--- src/rtl/bram_port_arbiter_if.sv ---
// Bus bundle between two BRAM requesters, the arbiter and one BRAM port.
// The slave modport is the arbiter's view, and the master modport is the opposite side.
interface bram_port_arbiter_if #(
    parameter int AWIDTH = 10,
    parameter int DWIDTH = 32
);
    logic              req0_i;
    logic              we0_i;
    logic [AWIDTH-1:0] addr0_i;
    logic [DWIDTH-1:0] d0_i;
    logic              req1_i;
    logic              we1_i;
    logic [AWIDTH-1:0] addr1_i;
    logic [DWIDTH-1:0] d1_i;
    logic              gnt0_o;
    logic              gnt1_o;
    logic [DWIDTH-1:0] q0_o;
    logic [DWIDTH-1:0] q1_o;
    logic              q_valid0_o;
    logic              q_valid1_o;
    logic              busy_o;
    logic [DWIDTH-1:0] q_i;
    logic [AWIDTH-1:0] addr_o;
    logic              ce_o;
    logic              we_o;
    logic [DWIDTH-1:0] d_o;

    modport slave (
        input  req0_i, we0_i, addr0_i, d0_i,
        input  req1_i, we1_i, addr1_i, d1_i,
        output gnt0_o, gnt1_o,
        output q0_o, q1_o, q_valid0_o, q_valid1_o,
        output busy_o,
        input  q_i,
        output addr_o, ce_o, we_o, d_o
    );

    modport master (
        output req0_i, we0_i, addr0_i, d0_i,
        output req1_i, we1_i, addr1_i, d1_i,
        input  gnt0_o, gnt1_o,
        input  q0_o, q1_o, q_valid0_o, q_valid1_o,
        input  busy_o,
        output q_i,
        input  addr_o, ce_o, we_o, d_o
    );
endinterface

--- src/rtl/bram_port_arbiter.sv ---
// Two-requester arbiter for one BRAM port.
// Ties go to the requester served least recently, bursts are bounded while the other side waits, and read data is steered back to the requester that issued the read.
module bram_port_arbiter #(
    parameter int AWIDTH    = 10,
    parameter int DWIDTH    = 32,
    parameter int MAX_BURST = 16
) (
    input logic              clk,
    input logic              reset,
    bram_port_arbiter_if.slave bus
);
    typedef enum logic [1:0] {
        IDLE   = 2'd0,
        GRANT0 = 2'd1,
        GRANT1 = 2'd2
    } state_t;

    localparam logic [7:0] LAST = 8'(MAX_BURST - 1);

    state_t            state;
    state_t            next_state;
    logic              last_id;
    logic [7:0]        cnt;
    logic              rd_pend;
    logic              rd_owner;

    logic              acc0;
    logic              acc1;
    logic              acc;
    logic              enter0;
    logic              enter1;
    logic              at_limit;
    logic              mux_we;
    logic [AWIDTH-1:0] mux_addr;
    logic [DWIDTH-1:0] mux_d;

    // An access happens only when the grant and the request line are high together.
    always_comb begin
        acc0     = (state == GRANT0) && bus.req0_i;
        acc1     = (state == GRANT1) && bus.req1_i;
        acc      = acc0 || acc1;
        at_limit = (cnt == LAST);
    end

    // Drive the BRAM port from the requester that is accessing it, and drive zeros otherwise.
    always_comb begin
        mux_we   = 1'b0;
        mux_addr = '0;
        mux_d    = '0;
        if (acc0) begin
            mux_we   = bus.we0_i;
            mux_addr = bus.addr0_i;
            mux_d    = bus.d0_i;
        end else if (acc1) begin
            mux_we   = bus.we1_i;
            mux_addr = bus.addr1_i;
            mux_d    = bus.d1_i;
        end
    end

    // Next-state logic: arbitrate ties, hand over the grant when a request drops, and cap bursts.
    always_comb begin
        next_state = state;
        unique case (state)
            IDLE: begin
                if (bus.req0_i && bus.req1_i)
                    next_state = last_id ? GRANT0 : GRANT1;
                else if (bus.req0_i)
                    next_state = GRANT0;
                else if (bus.req1_i)
                    next_state = GRANT1;
            end
            GRANT0: begin
                if (!bus.req0_i)
                    next_state = bus.req1_i ? GRANT1 : IDLE;
                else if (at_limit && bus.req1_i)
                    next_state = GRANT1;
            end
            GRANT1: begin
                if (!bus.req1_i)
                    next_state = bus.req0_i ? GRANT0 : IDLE;
                else if (at_limit && bus.req0_i)
                    next_state = GRANT0;
            end
            default: next_state = IDLE;
        endcase
    end

    // Grant entry is a move into a GRANT state from any other state.
    always_comb begin
        enter0 = (next_state == GRANT0) && (state != GRANT0);
        enter1 = (next_state == GRANT1) && (state != GRANT1);
    end

    // State register.
    always_ff @(posedge clk or posedge reset) begin
        if (reset)
            state <= IDLE;
        else
            state <= next_state;
    end

    // Record the requester granted most recently so that a tie goes to the other one.
    always_ff @(posedge clk or posedge reset) begin
        if (reset)
            last_id <= 1'b1;
        else if (enter0)
            last_id <= 1'b0;
        else if (enter1)
            last_id <= 1'b1;
    end

    // Burst counter: clears on grant entry and at the burst limit, and counts each access.
    always_ff @(posedge clk or posedge reset) begin
        if (reset)
            cnt <= 8'd0;
        else if (enter0 || enter1)
            cnt <= 8'd0;
        else if (acc)
            cnt <= at_limit ? 8'd0 : cnt + 8'd1;
    end

    // Remember each read and its owner, because the data returns on the next cycle.
    always_ff @(posedge clk or posedge reset) begin
        if (reset) begin
            rd_pend  <= 1'b0;
            rd_owner <= 1'b0;
        end else begin
            rd_pend  <= acc && !mux_we;
            rd_owner <= acc1;
        end
    end

    // Output assignments: the grants follow the state, and read data goes straight through to both requesters.
    always_comb begin
        bus.gnt0_o     = (state == GRANT0);
        bus.gnt1_o     = (state == GRANT1);
        bus.busy_o     = (state != IDLE);
        bus.ce_o       = acc;
        bus.we_o       = mux_we;
        bus.addr_o     = mux_addr;
        bus.d_o        = mux_d;
        bus.q0_o       = bus.q_i;
        bus.q1_o       = bus.q_i;
        bus.q_valid0_o = rd_pend && !rd_owner;
        bus.q_valid1_o = rd_pend && rd_owner;
    end
endmodule

--- src/flat_wrapper.sv ---
// flat-port wrapper written by rule: the top's interface ports become plain ports
module bram_port_arbiter_flat 
#(
    parameter int AWIDTH    = 10,
    parameter int DWIDTH    = 32,
    parameter int MAX_BURST = 16
)
  (clk, reset, bus_req0_i, bus_we0_i, bus_addr0_i, bus_d0_i, bus_req1_i, bus_we1_i, bus_addr1_i, bus_d1_i, bus_gnt0_o, bus_gnt1_o, bus_q0_o, bus_q1_o, bus_q_valid0_o, bus_q_valid1_o, bus_busy_o, bus_q_i, bus_addr_o, bus_ce_o, bus_we_o, bus_d_o);
  bram_port_arbiter_if #(.AWIDTH(AWIDTH), .DWIDTH(DWIDTH)) bus_i ();
  input logic clk;
  input logic reset;
  input wire logic [$bits(bus_i.req0_i)-1:0] bus_req0_i;
  input wire logic [$bits(bus_i.we0_i)-1:0] bus_we0_i;
  input wire logic [$bits(bus_i.addr0_i)-1:0] bus_addr0_i;
  input wire logic [$bits(bus_i.d0_i)-1:0] bus_d0_i;
  input wire logic [$bits(bus_i.req1_i)-1:0] bus_req1_i;
  input wire logic [$bits(bus_i.we1_i)-1:0] bus_we1_i;
  input wire logic [$bits(bus_i.addr1_i)-1:0] bus_addr1_i;
  input wire logic [$bits(bus_i.d1_i)-1:0] bus_d1_i;
  output wire logic [$bits(bus_i.gnt0_o)-1:0] bus_gnt0_o;
  output wire logic [$bits(bus_i.gnt1_o)-1:0] bus_gnt1_o;
  output wire logic [$bits(bus_i.q0_o)-1:0] bus_q0_o;
  output wire logic [$bits(bus_i.q1_o)-1:0] bus_q1_o;
  output wire logic [$bits(bus_i.q_valid0_o)-1:0] bus_q_valid0_o;
  output wire logic [$bits(bus_i.q_valid1_o)-1:0] bus_q_valid1_o;
  output wire logic [$bits(bus_i.busy_o)-1:0] bus_busy_o;
  input wire logic [$bits(bus_i.q_i)-1:0] bus_q_i;
  output wire logic [$bits(bus_i.addr_o)-1:0] bus_addr_o;
  output wire logic [$bits(bus_i.ce_o)-1:0] bus_ce_o;
  output wire logic [$bits(bus_i.we_o)-1:0] bus_we_o;
  output wire logic [$bits(bus_i.d_o)-1:0] bus_d_o;
  assign bus_i.req0_i = bus_req0_i;
  assign bus_i.we0_i = bus_we0_i;
  assign bus_i.addr0_i = bus_addr0_i;
  assign bus_i.d0_i = bus_d0_i;
  assign bus_i.req1_i = bus_req1_i;
  assign bus_i.we1_i = bus_we1_i;
  assign bus_i.addr1_i = bus_addr1_i;
  assign bus_i.d1_i = bus_d1_i;
  assign bus_gnt0_o = bus_i.gnt0_o;
  assign bus_gnt1_o = bus_i.gnt1_o;
  assign bus_q0_o = bus_i.q0_o;
  assign bus_q1_o = bus_i.q1_o;
  assign bus_q_valid0_o = bus_i.q_valid0_o;
  assign bus_q_valid1_o = bus_i.q_valid1_o;
  assign bus_busy_o = bus_i.busy_o;
  assign bus_i.q_i = bus_q_i;
  assign bus_addr_o = bus_i.addr_o;
  assign bus_ce_o = bus_i.ce_o;
  assign bus_we_o = bus_i.we_o;
  assign bus_d_o = bus_i.d_o;
  bram_port_arbiter #(.AWIDTH(AWIDTH), .DWIDTH(DWIDTH), .MAX_BURST(MAX_BURST)) u_core (.clk(clk), .reset(reset), .bus(bus_i));
endmodule
--- config.mk ---
export PLATFORM = sky130hd
export DESIGN_NAME = bram_port_arbiter_flat
export DESIGN_NICKNAME = d
export VERILOG_FILES = /design/src/rtl/bram_port_arbiter_if.sv /design/src/rtl/bram_port_arbiter.sv /design/src/flat_wrapper.sv
export SDC_FILE = /design/constraint.sdc
export NUM_CORES = 1
export LEC_CHECK = 0
export ABC_CLOCK_PERIOD_IN_PS = 2000
export BUFFER_PORTS_ARGS = -buffer_cell sky130_fd_sc_hd__buf_2
export CORE_AREA = 2 2 92 94
export DETAILED_ROUTE_END_ITERATION = 8
export DIE_AREA = 0 0 94 96
export GPL_TIMING_DRIVEN = 0
export PLACE_DENSITY = 0.66
export SYNTH_ARGS = -nofsm -noshare
export SYNTH_HDL_FRONTEND = slang
export SYNTH_SLANG_ARGS = --single-unit
--- constraint.sdc ---
create_clock -name clk -period 2 [get_ports clk]
set_input_delay 0.4 -clock clk [delete_from_list [all_inputs] [get_ports clk]]
set_output_delay 0.4 -clock clk [all_outputs]
set_load 0.005 [all_outputs]
# Word-level counts from Yosys, hierarchy flattened
# Cells that the tools add are included.
# Widths: inputs -> output; s select.
[word_totals] regBits=13 in_bits=122 elab_cells=53
[classes] addsub=1 eq_ne=7 n_mux=22 reduce_logical=18
[op_table] cell="$mux 32" n=2
[op_table] cell="$mux 8" n=3
[op_table] cell="$mux 10" n=2
[op_table] cell="$mux 2" n=9
[op_table] cell="$logic_and 1x1->1" n=10
[op_table] cell="$add 8x1->8 const B" n=1
[op_table] cell="$eq 8x4->1 const B" n=1
[op_table] cell="$pmux 2 s3" n=1
[op_table] cell="$reduce_bool 2->1" n=3
[op_table] cell="$mux 1" n=5
[op_table] cell="$eq 2x1->1 const B" n=2
[op_table] cell="$eq 2x2->1 const B" n=2
[op_table] cell="$logic_not 1->1" n=2
[op_table] cell="$logic_not 2->1" n=1
[op_table] cell="$logic_or 1x1->1" n=2
[op_table] cell="$ne 2x1->1 const B" n=1
[op_table] cell="$ne 2x2->1 const B" n=1

# Depth between registers and ports, before layout
[logic_depth] ltp_word=9 ltp_mapped=7 depth_no_buf=5

# Worst setup path after synthesis
# Ideal clock, no wire load.
[synth_path] kind="input port to output port" from="input port bus_req0_i" to="output port bus_addr_o[0]" arrival_time_ps=1370 slack_ps=230 stages=5 path_buffers=3 cell_sequence="buf_2 and3b_1 buf_2 buf_1 a22o_1"
[synth_via] elab_chain_len=2
[synth_rtl] element="start, declared" line_no="flat_wrapper.sv:12" rtl="input wire logic [$bits(bus_i.req0_i)-1:0] bus_req0_i;"
[synth_rtl] element="$logic_and 1x1->1" line_no="bram_port_arbiter.sv:39" rtl="acc0 = (state == GRANT0) && bus.req0_i;"
[synth_rtl] element="$mux 10" line_no="bram_port_arbiter.sv:50" rtl="if (acc0) begin"
[synth_rtl] element="end, declared" line_no="flat_wrapper.sv:28" rtl="output wire logic [$bits(bus_i.addr_o)-1:0] bus_addr_o;"
# No other way between the ends.

# Worst setup path in the final report
[layout_path] from="register u_core.state[1]" to="output port bus_d_o[17]"
[layout_via] elab_chain_len=4 word_cells_on_any_way=6 classes_between="eq/ne (2); mux (2); reduce/logical (2)"
[layout_rtl] element="start, declared" line_no="bram_port_arbiter.sv:20" rtl="state_t state;"
[layout_rtl] element="start signal, assigned" line_no="bram_port_arbiter.sv:100" rtl="state <= next_state;"
[layout_rtl] element="$eq 2x2->1" line_no="bram_port_arbiter.sv:40" rtl="acc1 = (state == GRANT1) && bus.req1_i;"
[layout_rtl] element="$logic_and 1x1->1" line_no="bram_port_arbiter.sv:40"
[layout_rtl] element="$mux 32" line_no="bram_port_arbiter.sv:54" rtl="end else if (acc1) begin"
[layout_rtl] element="$mux 32 *" line_no="bram_port_arbiter.sv:50"
[layout_rtl] element="end, declared" line_no="flat_wrapper.sv:31" rtl="output wire logic [$bits(bus_i.d_o)-1:0] bus_d_o;"
# Mark *: on every way between the ends. The rest lies on a longest branch, timed or not.

==> out/metrics.yaml <==
dp_hpwl_um: 5339
status: "completed"
final_layout_size_suffix_gt1_share_pct: 70.64
yosysSeqAreaShare_pct: 18.83
cp_slowest_cell: "dfrtp_1"
clkTransAtPathRegs_ns: 0.06
first_pass_iters: 4
yosysUniqueCellTypes: 37
fmax_mhz: 509.0
dp_slack_ns: -0.1809
synth_edf_count: 0
ys_seq_elements: 13
p_leak_nw: 1.845
ant_nets: 0
irDropWorstVdd_v: 0.0002428
crit_path_frequent_cell: "buf_6"
die_x_um: 94
synth-async-reset-ratio_pct: 100.0
drt-initial-drc-count: 30
wirelength_um: 6544
drv_slew: 0
antenna_found_initial: 0
clkLatencyLatePin_ns: 0.24
pin_count: 235
synth.most_common_cell: "buf_4"
syn_area_um2: 1734
synth_top_cell_by_area: "buf_4"
wl_per_cell_um: 12.49
layout.filler_cells: 836
design.final.nets: 543
hold_viol_final: 0
die_y_um: 96
fin_crit_ns: 1.965
power_density_nw_per_um2: 420.8
routed_via_density: 4.365
path_cells: "buf_6, and3b_2, buf_8, buf_6, a22o_1, buf_2"
std_cell_rows: 33
vias: 2287
setup_viol: 0
critPathMaxStageDelay_ns: 0.34
cts-buffers-inserted: 3
clock_path_buffers: 2
hold_buffers: 0
cts_tree: "done"
place_congestion: 0.7672
diodes: 0
multi_input_area_um2: 835.8
yosys_most_used_dff: "dfrtp_1"
critPathLaunchType: "flip-flop"
yosysTopAreaCellShare_pct: 27.71
place.port_buffers: 200
cts_root_buffer: "clkbuf_8"
critical_path_arrival_ns: 1.56
drv_cap: 0
crit_fanout: 10
yosysWarnings: 0
synth.top_cells.by_area: "buf_4, a22o_1, dfrtp_1"
coreArea_um2: 8051
synthCells: 209
required_ns: 1.60
synth_common_cells: "buf_4, a22o_1, nand2_1"
setup_ws_ns: 0.03525
clock-sinks: 13
grt_overflow_total: 0
hold_ws_ns: 0.1867
worstSetupPathType: "flip-flop to output pin"
rsz0062_at_grt: "yes"
p_total_mw: 1.300
finClkSkew_ns: 0.001148
slew_headroom_pct: 65.60
drc_errors: 0
grt_max_degree: 14
ctsHtreeMaxLevel: 1
regArea_um2: 326.6
end_kind: "output pin"
hold_class: "input port to asynchronous set/reset pin"
die_area_um2: 9024
syn_avg_cell_area_um2: 8.297
grt_pass1_wl_um: 8342
grt_usage_pct: 11.43
initial_core_util_pct: 21.54
syn_to_final_growth_pct: 78.21
synth_nets: 332
grt_pass1_vias: 1833
worst_pin_slew_ns: 0.5154
finalCritPeriodShare_pct: 98.24
==> worst max-delay path: cells and delay by family (launching register included) <==
family | cells | cell delay, ns
and+or+nand+nor | 1 | 0.23
DFF | 1 | 0.34
buffers and inverters | 4 | 0.52
AOI/OAI and AO/OA | 1 | 0.23
==> cell families (layout without fill, tap and decap cells) <==
logic type | Yosys count | after routing | synth area share [%]
buffers and inverters | 85 | 295 | 33.77
XOR/XNOR | 4 | 4 | 2.021
AO/OA/AOI/OAI | 65 | 65 | 31.24
adder cells (fa/ha/maj) | 1 | 1 | 0.7214
flip-flops | 13 | 13 | 18.83
AND/OR/NAND/NOR | 39 | 39 | 12.27
multiplexers | 2 | 2 | 1.154
==> cell usage in the layout (no fill, tap or decap), types with 2 or more instances in the layout <==
master / n
nor2_1: 8
mux2i_1: 2
buf_4: 68
nand2_1: 13
xor2_1: 2
a21oi_1: 4
o22ai_1: 2
o21ai_0: 6
dfrtp_1: 12
nor2b_1: 2
clkbuf_16: 2
buf_2: 202
a22o_1: 43
buf_8: 5
clkbuf_8: 3
xnor2_1: 2
buf_6: 7
nor3_1: 5
inv_1: 5
and3_1: 3
a311oi_1: 2
clkbuf_1: 2
==> area by class of cell <==
class	instances	share of cell area, %
flip-flops and latches	13	10.57
repair buffers	206	34.98
plain buffers	79	20.97
well taps	105	4.251
clock buffers	4	1.457
multi-input cells	111	27.04
inverters	6	0.7287
==> stage by stage <==
stage / setup TNS, ns / utilization, % / instance area [µm²] / cells
6_report: 0 / 38.38 / 3090 / 524
5_1_grt: -0.1330 / 38.38 / 3090 / 524
4_1_cts: -0.005846 / 37.28 / 3002 / 521
3_5_place_dp: -6.087 / 35.60 / 2867 / 514
3_3_place_gp: -4.931 / 35.60 / 2867 / 514
2_1_floorplan: 0 / - / 1734 / 209
==> what timing repair did <==
| item | CTS | global route |
|---|---|---|
| gates cloned | 0 | 2 |
| setup endpoints to repair | 42 | 47 |
| resized for setup | 22 | 10 |
| pin swaps | 0 | 18 |
| setup buffers | 3 | 1 |
==> where the power goes <==
group | switching [mW] | internal (mW) | total (mW)
sequential | 0.0227 | 0.295 | 0.317
clock | 0.0975 | 0.141 | 0.238
combinational | 0.306 | 0.439 | 0.745
==> final timing paths <==
path	start	end	slack, ns	cells past startpoint
worst min-delay path	reset	u_core.cnt[0]	0.19	2
max in group asynchronous	reset	u_core.last_id	1.45	2
min in group clk	bus_we1_i	u_core.rd_pend	0.34	2
worst max register to register	u_core.cnt[0]	u_core.cnt[2]	0.15	6
worst min register to register	u_core.cnt[0]	u_core.cnt[0]	0.53	1
worst max-delay path	u_core.state[1]	bus_d_o[17]	0.04	6
==> flip-flops by register name, summed over array words and instances (netlist names) <==
signal	cells
u_core.cnt	8
u_core.state	2
u_core.last_id	1
u_core.rd_owner	1
u_core.rd_pend	1
==> routing by layer <==
layer	up-vias	part of all wire, %	track usage [%]	wire, µm
met5	-	0	0	0
met4	0	0.52	1.812	34
met3	4	9.7	2.428	636
met2	136	51	20.83	3341
met1	1037	39	14.09	2532
li1	1110	-	-	-
Power figures use the tool's default switching activity.
